**config.mk**
```make
export PLATFORM = sky130hd
export DESIGN_NAME = in_conditioner
export DESIGN_NICKNAME = d
export VERILOG_FILES = /design/src/rtl/in_conditioner.sv
export SDC_FILE = /design/constraint.sdc
export NUM_CORES = 1
export LEC_CHECK = 0
export BUFFER_PORTS_ARGS = -buffer_cell sky130_fd_sc_hd__buf_2
export CAP_MARGIN = 15
export CORE_MARGIN = 2
export CORE_UTILIZATION = 50
export DETAILED_ROUTE_END_ITERATION = 10
export PLACE_DENSITY = 0.79
export SLEW_MARGIN = 30
export SYNTH_ARGS = -nofsm -noshare
export SYNTH_HDL_FRONTEND = slang
export SYNTH_SLANG_ARGS = --single-unit
```
**constraint.sdc**
```tcl
create_clock -name clock -period 1.9 [get_ports clock]
set_input_delay 0.095 -clock clock [delete_from_list [all_inputs] [get_ports clock]]
set_output_delay 0.095 -clock clock [all_outputs]
set_load 0.01 [all_outputs]
```
**src/rtl/in_conditioner.sv**
```systemverilog
// Input conditioner: two-flop synchronizer, counter-based debouncer, edge pulses
// and a saturating count of accepted rising edges.
module in_conditioner #(
  parameter int unsigned DEBOUNCE_CYCLES = 4,
  parameter int unsigned CNT_W           = 4,
  parameter int unsigned EVT_W           = 8
) (
  input  logic             clock,
  input  logic             reset,
  input  logic             raw_in,
  output logic             level,
  output logic             rise,
  output logic             fall,
  output logic [EVT_W-1:0] rise_count
);

  typedef enum logic [1:0] {
    STABLE_LOW,
    WAIT_HIGH,
    STABLE_HIGH,
    WAIT_LOW
  } state_t;

  localparam logic [CNT_W-1:0] CNT_LAST = CNT_W'(DEBOUNCE_CYCLES - 1);
  localparam logic [CNT_W-1:0] CNT_ONE  = CNT_W'(1);
  localparam logic [EVT_W-1:0] EVT_ONE  = EVT_W'(1);

  logic             s1_q, s2_q;
  state_t           state_q, state_d;
  logic [CNT_W-1:0] cnt_q, cnt_d;
  logic             level_q, rise_q, fall_q;
  logic [EVT_W-1:0] rise_cnt_q;
  logic             go_high, go_low;

  // Only the second synchronizer stage feeds the debounce decision.
  always_comb begin
    state_d = state_q;
    cnt_d   = cnt_q;
    go_high = 1'b0;
    go_low  = 1'b0;
    case (state_q)
      STABLE_LOW: begin
        cnt_d = '0;
        if (s2_q) begin
          if (DEBOUNCE_CYCLES == 1) go_high = 1'b1;
          else begin
            state_d = WAIT_HIGH;
            cnt_d   = CNT_ONE;
          end
        end
      end
      WAIT_HIGH: begin
        if (!s2_q) begin
          state_d = STABLE_LOW;
          cnt_d   = '0;
        end else if (cnt_q == CNT_LAST) go_high = 1'b1;
        else cnt_d = cnt_q + CNT_ONE;
      end
      STABLE_HIGH: begin
        cnt_d = '0;
        if (!s2_q) begin
          if (DEBOUNCE_CYCLES == 1) go_low = 1'b1;
          else begin
            state_d = WAIT_LOW;
            cnt_d   = CNT_ONE;
          end
        end
      end
      WAIT_LOW: begin
        if (s2_q) begin
          state_d = STABLE_HIGH;
          cnt_d   = '0;
        end else if (cnt_q == CNT_LAST) go_low = 1'b1;
        else cnt_d = cnt_q + CNT_ONE;
      end
      default: begin
        state_d = STABLE_LOW;
        cnt_d   = '0;
      end
    endcase
    if (go_high) begin
      state_d = STABLE_HIGH;
      cnt_d   = '0;
    end
    if (go_low) begin
      state_d = STABLE_LOW;
      cnt_d   = '0;
    end
  end

  always_ff @(posedge clock or posedge reset) begin
    if (reset) begin
      s1_q       <= 1'b0;
      s2_q       <= 1'b0;
      state_q    <= STABLE_LOW;
      cnt_q      <= '0;
      level_q    <= 1'b0;
      rise_q     <= 1'b0;
      fall_q     <= 1'b0;
      rise_cnt_q <= '0;
    end else begin
      s1_q    <= raw_in;
      s2_q    <= s1_q;
      state_q <= state_d;
      cnt_q   <= cnt_d;
      rise_q  <= go_high;
      fall_q  <= go_low;
      if (go_high) level_q <= 1'b1;
      if (go_low)  level_q <= 1'b0;
      if (go_high && (rise_cnt_q != '1)) rise_cnt_q <= rise_cnt_q + EVT_ONE;
    end
  end

  assign level      = level_q;
  assign rise       = rise_q;
  assign fall       = fall_q;
  assign rise_count = rise_cnt_q;

endmodule
```
# Yosys cells after proc, flatten, opt, wreduce, memory -nomap -nowiden
# Index checks and enable logic that the tools add are counted.
# totals
reg_bits	19
latchBits	0
ram_bits	0
romBits	0
in_bits	3
out_inout_bits	11
wordCells	45
n_memories	0
# op_classes
n_addsub	2
multipliers	0
div_mod_pow	0
magnitude_cmp	0
n_eq_ne	9
shifts	0
mux	22
bitwise_logic	0
n_reduce_logical	4
# ops
operator	count
$mux 4	5
$ne 4x4->1 const B	4
$pmux 4 s4	1
$mux 2	6
$mux 1	9
$add 8x1->8 const B	1
$ne 8x8->1 const B	1
$pmux 2 s4	1
$add 4x1->4 const B	1
$eq 2x2->1 const B	2
$eq 4x2->1 const B	1
$reduce_and 4->1	1
$eq 2x1->1 const B	1
$logic_not 2->1	1
$reduce_bool 2->1	1
$logic_and 1x1->1	1

# Longest topological paths before layout
# depth
word_depth	6
mapped_depth	5
depth_no_buf	5

# Worst setup path after synthesis
# Ideal clock, no wire load.
# synth_path
path_kind	register to register
from	register rise_cnt_q[0], in the netlist rise_count[0]
to	register rise_cnt_q[1], in the netlist rise_count[1]
setup_time_ns	0.125
arrival_time_ns	1.318
required_time_ns	1.775
slack_ns	0.457
stages_incl_launch_ff	6
n_path_buf	0
synth_period_minus_slack_ns	1.443
cell_sequence	dfrtp_1 -> ha_1 -> nand3_1 -> nand2b_1 -> nand2_4 -> mux2_4
# synth_via
elab_chain_len	2
elab_cells_between_ends	3
classes_between	add/sub (1); eq/ne (1); reduce/logical (1)
# synth_lines
element	line	source
from (decl)	32	logic [EVT_W-1:0] rise_cnt_q;
from (signal assigned)	110	if (go_high && (rise_cnt_q != '1)) rise_cnt_q <= rise_cnt_q + EVT_ONE;
branches (longest 2 deep; another with $add 8x1->8)	--	
# Several ways; the timed one is not identified.
# A chain may end at the register's enable or synchronous reset.

# Final worst setup path
# layout_path
from	register cnt_q[0]
to	register cnt_q[3]
# layout_via
elab_chain_len	6
elab_cells_between_ends	13
classes_between	add/sub (1); eq/ne (1); mux (11)
# layout_lines
element	line	source
from (decl)	30	logic [CNT_W-1:0] cnt_q, cnt_d;
from (signal assigned)	105	cnt_q <= cnt_d;
$add 4x1->4 or $eq 4x2->1 (tied branches)	--	
$mux 4 or $mux 1 (tied branches)	56, 73	
$mux 4, or another cell as far along	70	if (s2_q) begin
$pmux 4 s4 or $mux 1 (tied branches)	41	case (state_q)
$mux 4	81	if (go_high) begin
$mux 4 *	85	if (go_low) begin
named net cnt_d[3]	30	
# The timed path passes the listed nets; every way through them passes the cells marked *.

==> impl_metrics.env <==
export IMPL_end_kind="flip-flop"
export IMPL_hold_viol=0
export IMPL_place_congestion=0.749
export IMPL_fin_nets=93
export IMPL_cpMaxStageDelayCell="o311ai_0"
export IMPL_layout_drive_gt1_share_pct=27.6
export IMPL_grt_pass1_wl_mm=2.19
export IMPL_die_area_um2=2020
export IMPL_final_core_util_pct=63.1
export IMPL_initial_core_util_pct=54.5
export IMPL_cts_root_buffer="clkbuf_4"
export IMPL_viasPerCell=5.28
export IMPL_period_minus_slack_ps=1570
export IMPL_status="finished, final reports clean"
export IMPL_antenna_cells=0
export IMPL_dp_hpwl_um=965
export IMPL_die_width_um=45.0
export IMPL_cts_buffers=3
export IMPL_cts_sinks=19
export IMPL_synth_top_area_share_pct=56.6
export IMPL_setup_violations=0
export IMPL_grt_overflow=0
export IMPL_maxCapViolCount=0
export IMPL_yosys_register_bits=19
export IMPL_crit_path_max_fanout=3
export IMPL_core_area_um2=1540
export IMPL_arrival_ps=1730
export IMPL_grt_pass1_vias=499
export IMPL_p_leak_nw=0.471
export IMPL_final_cell_mix="19 x dfrtp_1, 13 x buf_2, 6 x nor2_1, 6 x xnor2_1"
export IMPL_port_buffers=13
export IMPL_final_common_cell="dfrtp_1"
export IMPL_cts_tree="built"
export IMPL_finalClockSkew_ps=13.3
export IMPL_synth_top_cells_by_area="dfrtp_1 57%, xnor2_1 6.3%, nand4bb_4 3.3%"
export IMPL_wirelength_mm=1.31
export IMPL_cts_resized=0
export IMPL_slew_violations=0
export IMPL_hp_class="reg -> reg"
export IMPL_ant_nets=0
export IMPL_p_total_mw=0.958
export IMPL_p_per_area_nw_per_um2=985
export IMPL_synth_avg_cell_area_um2=12.3
export IMPL_clock_fmax_ghz=0.636
export IMPL_synth_largest_area_cell="dfrtp_1"
export IMPL_drtPass1Iterations=4
export IMPL_r2r_slack_ps=330
export IMPL_finalCritPeriodShare_pct=82.7
export IMPL_synth_warnings=0
export IMPL_crit_path_max_incr_delay_ps=590
export IMPL_critPathKind="reg -> reg"
export IMPL_crit_family="compound AO/OA/AOI/OAI gates"
export IMPL_worstSetupStartpointType="flip-flop"
export IMPL_ys_types=26
export IMPL_worstPathCellList="ha_1 > inv_1 > o311ai_0 > nor2_1"
export IMPL_drc=0
export IMPL_clock_latency_ps=300
export IMPL_ir_drop_uv=797
export IMPL_wl_per_cell_um=12.7
export IMPL_io_pins=14
export IMPL_seq_area_frac_synth_pct=56.6
export IMPL_grt_max_degree=20
export IMPL_die_height_um=45.0
export IMPL_netlist_area_um2=840
export IMPL_rsz0062_at_grt="false"
export IMPL_drtIter0Drc=12
export IMPL_path_buf_inv=1
export IMPL_grt_antenna_before_repair=0
export IMPL_required_ps=2060
export IMPL_stdcell_area_um2=972
export IMPL_ctsLongestPathBuffers=2
export IMPL_dr_total_vias=544
export IMPL_htreeDepth=1
export IMPL_rows=14
export IMPL_slew_headroom_pct=53.8
export IMPL_track_usage_pct=15.9
export IMPL_syn_nets=73
export IMPL_synthToLayoutAreaGrowth_pct=15.8
export IMPL_finalSetupTns_ps=0
export IMPL_cts_reportedPaths_clkPinSlew_ps=110
export IMPL_netlist_instances=68
export IMPL_worst_pin_slew_ps=692
export IMPL_placed_area_um2=925
[final timing paths]
| kind | end | depth (start not counted) | startpoint |
|---|---|---|---|
| setup / recovery | cnt_q[3]$_DFF_PP0_ | 4 | cnt_q[0]$_DFF_PP0_ |
| hold / removal | s2_q$_DFF_PP0_ | 0 | s1_q$_DFF_PP0_ |
| hold reg to reg | s2_q$_DFF_PP0_ | 0 | s1_q$_DFF_PP0_ |
| setup reg to reg | cnt_q[3]$_DFF_PP0_ | 4 | cnt_q[0]$_DFF_PP0_ |
| max in group asynchronous | s1_q$_DFF_PP0_ | 3 | reset |
| min in group asynchronous | rise_count[6]$_DFFE_PP0P_ | 3 | reset |
[kinds of logic (layout without fill, tap and decap cells)]
kind of cell,after synthesis,in the layout,synth area share [%]
buffers and inverters,4,23,1.79
adder cells (fa/ha/maj),2,2,2.98
multiplexers,1,1,1.79
XOR/XNOR,8,8,8.35
AND/OR/NAND/NOR,25,25,21.2
flip-flops,19,19,56.6
AO/OA/AOI/OAI,9,9,7.30
[power breakdown]
group          switching [mW]  total, mW  internal (mW)  leakage [nW]
sequential             0.0666      0.537          0.471         0.249
clock                   0.122      0.200         0.0784        0.0177
combinational           0.109      0.220          0.112         0.205
total                   0.297      0.958          0.661         0.471
[cells in the mapped netlist]
master,number
nand2b_1,2
o21ai_0,2
mux2_4,1
xnor2_1,6
xor2_1,2
dfrtp_1,19
nor2_4,1
nor2_1,6
nand4_1,3
a21oi_1,1
nand3_1,4
o311ai_0,1
nand2_1,2
and4_1,1
o21a_1,1
nor3b_1,1
nand4bb_4,1
and3_1,1
inv_1,4
ha_1,2
and2_2,1
nand2_4,1
a21o_2,1
a31oi_1,1
a21boi_0,2
nor3_4,1
[sequential cells by signal, summed over array words and instances, names as in the netlist]
register and cells:
cnt_q 4, fall 1, level 1, rise 1, rise_count 8, s1_q 1, s2_q 1, state_q 2
[stage by stage]
step                      worst slack (ps)  hold slack (ps)  std cells
after floorplan                        457             46.1         68
after global placement                 419              205         97
after detailed placement               359              205         97
after CTS                              330              364        103
after global routing                   131              369        103
final                                  328              358        103
[metal layers]
metal  vias to the layer above  GRT usage (%)  part of all wire, %
met5                         -              0                    0
met3                         2           7.60                  7.0
met2                        15           23.7                   45
met4                         0           7.06                  1.6
li1                        274              -                    -
met1                       253           19.6                   46
[final cells by class]
type                    count  area [µm²]
multi-input cells          45         349
clock buffers               3        22.5
repair buffers             15        85.1
fillers                   134         569
clock inverters             1        5.00
well taps                  16        20.0
inverters                   4        15.0
flip-flops and latches     19         475
[timing repair]
action,4_1_cts,5_1_grt
buffers inserted,0,0
hold buffers,2,0
hold endpoints to repair,20,0
No activity file was read; power rests on OpenSTA's default activity.
